===== src/rtl/cpu_control_fsm_pkg.sv =====
// Shared definitions for the multi-cycle control unit: state encodings,
// ALU opcodes, PC source codes and instruction field positions.
package cpu_pkg;

    typedef enum logic [3:0] {
        S_FETCH  = 4'd0,
        S_DECODE = 4'd1,
        S_EXEC   = 4'd2,
        S_WB     = 4'd3,
        S_ADDR   = 4'd4,
        S_MEM_RD = 4'd5,
        S_MEM_WR = 4'd6,
        S_LD_WB  = 4'd7,
        S_BRANCH = 4'd8,
        S_HALT   = 4'd15
    } state_t;

    // ALU operations used by the address stage
    localparam logic [3:0] ALU_SUB = 4'b0010;
    localparam logic [3:0] ALU_ADD = 4'b0100;

    // PC source select
    localparam logic [1:0] PC_S_INC = 2'b00;
    localparam logic [1:0] PC_S_BR  = 2'b01;
    localparam logic [1:0] PC_S_ALU = 2'b10;

    // Instruction field positions
    localparam int CLASS_HI = 27;
    localparam int CLASS_LO = 25;
    localparam int OPC_HI   = 24;
    localparam int OPC_LO   = 21;
    localparam int S_POS    = 20;
    localparam int L_POS    = 20;
    localparam int U_POS    = 23;
    localparam int LINK_POS = 24;
    localparam int RD_HI    = 15;
    localparam int RD_LO    = 12;

    localparam logic [3:0] REG_PC = 4'd15;

endpackage


===== src/rtl/cpu_control_fsm_if.sv =====
// Control bundle between the control unit and the fetch/datapath side.
// master = control unit, slave = datapath.
interface cpu_control_fsm_if;
    logic [31:0] IR;
    logic        W_IR_valid;
    logic        mem_ready;
    logic        write_ir;
    logic        write_pc;
    logic [1:0]  pc_s;
    logic        ld_ab;
    logic        ld_c;
    logic [3:0]  alu_op;
    logic        write_flags;
    logic        rf_write;
    logic        rf_wsel;
    logic        wb_sel;
    logic        mem_re;
    logic        mem_we;
    logic        undef;
    logic [3:0]  state_o;

    modport master (
        input  IR, W_IR_valid, mem_ready,
        output write_ir, write_pc, pc_s, ld_ab, ld_c, alu_op, write_flags,
               rf_write, rf_wsel, wb_sel, mem_re, mem_we, undef, state_o
    );

    modport slave (
        output IR, W_IR_valid, mem_ready,
        input  write_ir, write_pc, pc_s, ld_ab, ld_c, alu_op, write_flags,
               rf_write, rf_wsel, wb_sel, mem_re, mem_we, undef, state_o
    );
endinterface


===== src/rtl/cpu_control_fsm_instr_class.sv =====
// Combinational IR classifier: instruction class plus the few fields the
// control FSM needs to steer its sequence.
module cpu_instr_class
    import cpu_pkg::*;
(
    input  logic [31:0] IR,
    output logic        is_dp,
    output logic        is_mem,
    output logic        is_branch,
    output logic        is_undef,
    output logic        is_cmp,
    output logic        rd_is_pc,
    output logic [3:0]  opcode,
    output logic        s_bit,
    output logic        load,
    output logic        up,
    output logic        link
);
    logic [2:0] cls;
    logic       unused_ir;

    // Decode class and control fields from the latched instruction
    always_comb begin
        cls       = IR[CLASS_HI:CLASS_LO];
        is_dp     = (cls[2:1] == 2'b00);
        is_mem    = (cls == 3'b010);
        is_branch = (cls == 3'b101);
        is_undef  = !(is_dp || is_mem || is_branch);
        opcode    = IR[OPC_HI:OPC_LO];
        is_cmp    = (opcode[3:2] == 2'b10);
        s_bit     = IR[S_POS];
        load      = IR[L_POS];
        up        = IR[U_POS];
        link      = IR[LINK_POS];
        rd_is_pc  = (IR[RD_HI:RD_LO] == REG_PC);
    end

    // Condition, Rn and operand2 fields are consumed by the datapath, not here
    assign unused_ir = ^{IR[31:28], IR[19:16], IR[11:0]};

endmodule


===== src/rtl/cpu_control_fsm.sv =====
// Multi-cycle control unit for the ARM-subset core. Outputs are decoded from
// the current state and IR so they settle well before the datapath samples.
module cpu_control_fsm
    import cpu_pkg::*;
#(
    parameter int MEM_TIMEOUT = 15
)(
    input  logic               clk,
    input  logic               rst,
    cpu_control_fsm_if.master  bus
);
    localparam logic [3:0] TIMEOUT_LAST = 4'(MEM_TIMEOUT - 1);

    state_t     state, state_next;
    logic [3:0] wait_cnt, wait_cnt_next;
    logic       undef_q;

    logic       is_dp, is_mem, is_branch, is_undef, is_cmp, rd_is_pc;
    logic [3:0] opcode;
    logic       s_bit, load, up, link;

    logic       write_ir, write_pc, ld_ab, ld_c, write_flags;
    logic       rf_write, rf_wsel, wb_sel, mem_re, mem_we;
    logic [1:0] pc_s;
    logic [3:0] alu_op;

    cpu_instr_class u_class (
        .IR        (bus.IR),
        .is_dp     (is_dp),
        .is_mem    (is_mem),
        .is_branch (is_branch),
        .is_undef  (is_undef),
        .is_cmp    (is_cmp),
        .rd_is_pc  (rd_is_pc),
        .opcode    (opcode),
        .s_bit     (s_bit),
        .load      (load),
        .up        (up),
        .link      (link)
    );

    // State, memory-wait counter and sticky undefined flag
    always_ff @(posedge clk or negedge rst) begin
        if (!rst) begin
            state    <= S_FETCH;
            wait_cnt <= 4'd0;
            undef_q  <= 1'b0;
        end else begin
            state    <= state_next;
            wait_cnt <= wait_cnt_next;
            if (state_next == S_HALT)
                undef_q <= 1'b1;
        end
    end

    // Next-state and datapath enable decode
    always_comb begin
        state_next    = state;
        wait_cnt_next = wait_cnt;
        write_ir      = 1'b0;
        write_pc      = 1'b0;
        pc_s          = PC_S_INC;
        ld_ab         = 1'b0;
        ld_c          = 1'b0;
        alu_op        = 4'd0;
        write_flags   = 1'b0;
        rf_write      = 1'b0;
        rf_wsel       = 1'b0;
        wb_sel        = 1'b0;
        mem_re        = 1'b0;
        mem_we        = 1'b0;

        case (state)
            S_FETCH: begin
                write_ir = 1'b1;
                write_pc = 1'b1;
                pc_s     = PC_S_INC;
                // A condition-failed instruction is skipped by fetch itself
                if (bus.W_IR_valid)
                    state_next = S_DECODE;
            end
            S_DECODE: begin
                ld_ab = 1'b1;
                if (is_undef)       state_next = S_HALT;
                else if (is_dp)     state_next = S_EXEC;
                else if (is_mem)    state_next = S_ADDR;
                else if (is_branch) state_next = S_BRANCH;
                else                state_next = S_HALT;
            end
            S_EXEC: begin
                alu_op      = opcode;
                ld_c        = 1'b1;
                write_flags = s_bit;
                state_next  = is_cmp ? S_FETCH : S_WB;
            end
            S_WB: begin
                // A result targeting r15 is a jump through the ALU
                if (rd_is_pc) begin
                    write_pc = 1'b1;
                    pc_s     = PC_S_ALU;
                end else begin
                    rf_write = 1'b1;
                end
                state_next = S_FETCH;
            end
            S_ADDR: begin
                alu_op     = up ? ALU_ADD : ALU_SUB;
                ld_c       = 1'b1;
                state_next = load ? S_MEM_RD : S_MEM_WR;
            end
            S_MEM_RD, S_MEM_WR: begin
                mem_re = (state == S_MEM_RD);
                mem_we = (state == S_MEM_WR);
                if (bus.mem_ready) begin
                    wait_cnt_next = 4'd0;
                    state_next    = (state == S_MEM_RD) ? S_LD_WB : S_FETCH;
                end else if (wait_cnt == TIMEOUT_LAST) begin
                    wait_cnt_next = 4'd0;
                    state_next    = S_HALT;
                end else begin
                    wait_cnt_next = wait_cnt + 4'd1;
                end
            end
            S_LD_WB: begin
                wb_sel = 1'b1;
                // Loading the PC is not supported: trap instead of writing
                if (rd_is_pc) begin
                    state_next = S_HALT;
                end else begin
                    rf_write   = 1'b1;
                    state_next = S_FETCH;
                end
            end
            S_BRANCH: begin
                write_pc = 1'b1;
                pc_s     = PC_S_BR;
                if (link) begin
                    rf_write = 1'b1;
                    rf_wsel  = 1'b1;
                end
                state_next = S_FETCH;
            end
            S_HALT: begin
                state_next = S_HALT;
            end
            default: begin
                state_next = S_HALT;
            end
        endcase
    end

    assign bus.write_ir    = write_ir;
    assign bus.write_pc    = write_pc;
    assign bus.pc_s        = pc_s;
    assign bus.ld_ab       = ld_ab;
    assign bus.ld_c        = ld_c;
    assign bus.alu_op      = alu_op;
    assign bus.write_flags = write_flags;
    assign bus.rf_write    = rf_write;
    assign bus.rf_wsel     = rf_wsel;
    assign bus.wb_sel      = wb_sel;
    assign bus.mem_re      = mem_re;
    assign bus.mem_we      = mem_we;
    assign bus.undef       = undef_q;
    assign bus.state_o     = state;

endmodule


===== src/flat_wrapper.sv =====
// flat-port wrapper written by rule: the top's interface ports become plain ports
module cpu_control_fsm_flat import cpu_pkg::*;
#(
    parameter int MEM_TIMEOUT = 15
)
  (clk, rst, bus_IR, bus_W_IR_valid, bus_mem_ready, bus_write_ir, bus_write_pc, bus_pc_s, bus_ld_ab, bus_ld_c, bus_alu_op, bus_write_flags, bus_rf_write, bus_rf_wsel, bus_wb_sel, bus_mem_re, bus_mem_we, bus_undef, bus_state_o);
  cpu_control_fsm_if bus_i ();
  input  logic clk;
  input  logic rst;
  input wire logic [$bits(bus_i.IR)-1:0] bus_IR;
  input wire logic [$bits(bus_i.W_IR_valid)-1:0] bus_W_IR_valid;
  input wire logic [$bits(bus_i.mem_ready)-1:0] bus_mem_ready;
  output wire logic [$bits(bus_i.write_ir)-1:0] bus_write_ir;
  output wire logic [$bits(bus_i.write_pc)-1:0] bus_write_pc;
  output wire logic [$bits(bus_i.pc_s)-1:0] bus_pc_s;
  output wire logic [$bits(bus_i.ld_ab)-1:0] bus_ld_ab;
  output wire logic [$bits(bus_i.ld_c)-1:0] bus_ld_c;
  output wire logic [$bits(bus_i.alu_op)-1:0] bus_alu_op;
  output wire logic [$bits(bus_i.write_flags)-1:0] bus_write_flags;
  output wire logic [$bits(bus_i.rf_write)-1:0] bus_rf_write;
  output wire logic [$bits(bus_i.rf_wsel)-1:0] bus_rf_wsel;
  output wire logic [$bits(bus_i.wb_sel)-1:0] bus_wb_sel;
  output wire logic [$bits(bus_i.mem_re)-1:0] bus_mem_re;
  output wire logic [$bits(bus_i.mem_we)-1:0] bus_mem_we;
  output wire logic [$bits(bus_i.undef)-1:0] bus_undef;
  output wire logic [$bits(bus_i.state_o)-1:0] bus_state_o;
  assign bus_i.IR = bus_IR;
  assign bus_i.W_IR_valid = bus_W_IR_valid;
  assign bus_i.mem_ready = bus_mem_ready;
  assign bus_write_ir = bus_i.write_ir;
  assign bus_write_pc = bus_i.write_pc;
  assign bus_pc_s = bus_i.pc_s;
  assign bus_ld_ab = bus_i.ld_ab;
  assign bus_ld_c = bus_i.ld_c;
  assign bus_alu_op = bus_i.alu_op;
  assign bus_write_flags = bus_i.write_flags;
  assign bus_rf_write = bus_i.rf_write;
  assign bus_rf_wsel = bus_i.rf_wsel;
  assign bus_wb_sel = bus_i.wb_sel;
  assign bus_mem_re = bus_i.mem_re;
  assign bus_mem_we = bus_i.mem_we;
  assign bus_undef = bus_i.undef;
  assign bus_state_o = bus_i.state_o;
  cpu_control_fsm #(.MEM_TIMEOUT(MEM_TIMEOUT)) u_core (.clk(clk), .rst(rst), .bus(bus_i));
endmodule

===== config.mk =====
export PLATFORM = sky130hd
export DESIGN_NAME = cpu_control_fsm_flat
export DESIGN_NICKNAME = d
export VERILOG_FILES = /design/src/rtl/cpu_control_fsm_pkg.sv /design/src/rtl/cpu_control_fsm_if.sv /design/src/rtl/cpu_control_fsm_instr_class.sv /design/src/rtl/cpu_control_fsm.sv /design/src/flat_wrapper.sv
export SDC_FILE = /design/constraint.sdc
export NUM_CORES = 1
export LEC_CHECK = 0
export CAP_MARGIN = 20
export CORE_UTILIZATION = 35
export DETAILED_ROUTE_END_ITERATION = 8
export HOLD_SLACK_MARGIN = 0.15
export PLACE_DENSITY_LB_ADDON = 0.12
export SLEW_MARGIN = 20
export SYNTH_ARGS = -nofsm -noshare
export SYNTH_HDL_FRONTEND = slang
export SYNTH_SLANG_ARGS = --single-unit

===== constraint.sdc =====
create_clock -name clk -period 2.53 [get_ports clk]
set_input_delay 0.6325 -clock clk [delete_from_list [all_inputs] [get_ports clk]]
set_output_delay 0.6325 -clock clk [all_outputs]
set_load 0.005 [all_outputs]

==> results_dict.tcl <==
set metrics [dict create \
    place_congestion 0.724 \
    whs_ps 503 \
    tightest_slew_ps 396 \
    worst_ep_required_time_ps 1900 \
    overflow 0 \
    final_area_sq_mm 0.00121 \
    grt_pass1_wl_mm 3.19 \
    antenna_found_initial 0 \
    synthArstFlopShare 1.00 \
    cts.clk_slew.worst_paths_ps 60 \
    vdd_drop_max_mv 0.538 \
    dieHeight_um 47.7 \
    finalNetCount 174 \
    synthFlopType "dfrtp_1" \
    io_buffer_count 36 \
    power.density_mw_per_mm2 730 \
    htreeDepth 1 \
    path_max_fanout 10 \
    routedWlPerCell_um 13.1 \
    fillerInstances 204 \
    maxSlewViolCount 0 \
    cts_made_buffers 3 \
    start_util 0.373 \
    tritoncts "done" \
    core_sq_mm 0.00196 \
    io_pins 57 \
    seq_area_frac_synth 0.308 \
    viasPerCell 5.25 \
    reg2reg_depth 4 \
    r2r_end "u_core.bus.state_o[1]" \
    cts_root_buffer "clkbuf_4" \
    crit_arrival_ps 1840 \
    finish.utilization 0.615 \
    total_leakage_power_nw 0.478 \
    hold_viol_final 0 \
    ys_types 38 \
    drt_wl_total_mm 2.12 \
    layout_common_cells "clkdlybuf4s50_1 (32), buf_4 (9), nand2_1 (8)" \
    slew_headroom 0.735 \
    final.setup.tns_ps 0 \
    drt_first_pass_iters 4 \
    die_area_sq_mm 0.00228 \
    period_minus_slack_ps 2470 \
    diodes 0 \
    drive_above_1_share 0.170 \
    layout_commonest_cell "clkdlybuf4s50_1" \
    startpoint_type "flop" \
    criticalPathCategory "flop to output port" \
    r2r_slack_ps 870 \
    postPlaceCellArea_sq_mm 0.00116 \
    clockBufferDepth 2 \
    synth_area_sq_um 732 \
    clock_sinks 9 \
    synth.net_count 128 \
    status "completed" \
    fin_worst_skew_ps 2.78 \
    drc 0 \
    vias 851 \
    hold_path.class "flop to flop" \
    clock_latency_ps 260 \
    endpoint_kind "output port" \
    area_delta_synth_final_pct 64.8 \
    drt_iter0_markers 20 \
    groute.usage.overall 0.202 \
    avgSynthCellArea_sq_um 8.13 \
    maxCapViolCount 0 \
    die_w_um 47.7 \
    yosys_register_bits 9 \
    period_share 0.978 \
    hold_depth 2 \
    drtAntennaViolNets 0 \
    cts_hold_buf 0 \
    r2r-start "u_core.bus.state_o[2]" \
    hpwl_mm 1.66 \
    rsz0062_at_grt "true" \
    synth_edf_count 0 \
    yosys_warnings 0 \
    setup-violations-final 0 \
    grt_pass1_vias 753 \
    maxClockFrequency_ghz 0.404 \
    rows 16 \
    min_to "u_core.bus.undef" \
    holdCritStartpoint "u_core.bus.undef" \
    netlist_instances 90 \
    grt_start_max_net_pins 16 \
]
-- state kept, by name, indices dropped and copies added (netlist names) --
name,flops
u_core.bus.undef,1
u_core.bus.state_o,4
u_core.wait_cnt,4
-- timing repair --
item	4_1_cts	5_1_grt
gates resized for setup	7	6
buffers inserted	0	2
pin swaps	2	2
endpoints found under the setup margin	5	8
-- cells by family (layout without fill, tap and decap cells) --
| group | Yosys count | count (layout) | synth area share |
|---|---|---|---|
| buf+inv | 6 | 51 | 0.0376 |
| simple gates | 48 | 48 | 0.376 |
| mux | 1 | 1 | 0.0137 |
| fa+ha+maj | 2 | 2 | 0.0342 |
| xor+xnor | 2 | 2 | 0.0239 |
| flops | 9 | 9 | 0.308 |
| compound gates | 22 | 22 | 0.207 |
-- per-stage QoR --
step                cells  setup WS [ps]  total power (W)
global route          162          -39.4         0.000965
floorplan              90            530         0.000539
CTS                   160           3.44         0.000864
finish                162           56.4         0.000880
detailed placement    156           -441         0.000742
global placement      156           -313         0.000728
-- synth_stat cells (2+ instances only) --
master | count | share of area
and2_1 | 5 | 0.043
o21ai_0 | 4 | 0.027
clkbuf_1 | 2 | 0.010
dfrtp_1 | 9 | 0.31
nor3_1 | 7 | 0.048
a21oi_1 | 2 | 0.014
a31oi_1 | 3 | 0.026
or4_1 | 2 | 0.021
o21ai_1 | 5 | 0.034
nand2_1 | 8 | 0.041
nand3_1 | 3 | 0.021
ha_1 | 2 | 0.034
nor4b_1 | 2 | 0.024
nor2_1 | 6 | 0.031
nand2b_1 | 6 | 0.051
or2_1 | 2 | 0.017
-- worst max-delay path, stage by stage (launching register included) --
cell and delay (ps):
dfrtp_2 470, buf_4 180, xnor2_1 120, nor3_1 170, and2_1 160, clkdlybuf4s50_1 490
-- cell type report --
type / instances / area (sq um) / area share
Clock buffer: 4 / 26.3 / 0.0218
Multi-Input combinational cell: 75 / 494 / 0.410
Sequential cell: 9 / 229 / 0.190
Timing Repair Buffer: 45 / 415 / 0.344
Tap cell: 27 / 33.8 / 0.0280
Inverter: 2 / 7.51 / 0.00622
-- where the power goes --
group	switching (W)	total, W	leakage (nW)	internal [W]
Clock	0.0000483	0.000109	0.0150	0.0000606
Combinational	0.000211	0.000456	0.365	0.000245
Sequential	0.000114	0.000315	0.0979	0.000202
Total	0.000373	0.000880	0.478	0.000508
-- how the worst max path moves through the flow --
| stage | from | endpoint | cells past startpoint |
|---|---|---|---|
| global route | u_core.bus.state_o[1] | bus_alu_op[2] | 5 |
| detailed placement | bus_IR[14] | bus_write_pc | 5 |
| global placement | bus_IR[14] | bus_write_pc | 5 |
| CTS | u_core.bus.state_o[1] | bus_alu_op[2] | 5 |
| finish | u_core.bus.state_o[1] | bus_alu_op[2] | 5 |
| floorplan | bus_IR[14] | bus_write_pc | 3 |
-- routing by layer --
metal / vias up / share of wire / global-route usage
met4: 0 / 0.019 / 0.100
met1: 393 / 0.42 / 0.242
met5: - / 0 / 0
li1: 423 / - / -
met2: 30 / 0.49 / 0.359
met3: 5 / 0.066 / 0.0189
(Power assumes the default switching activity.)
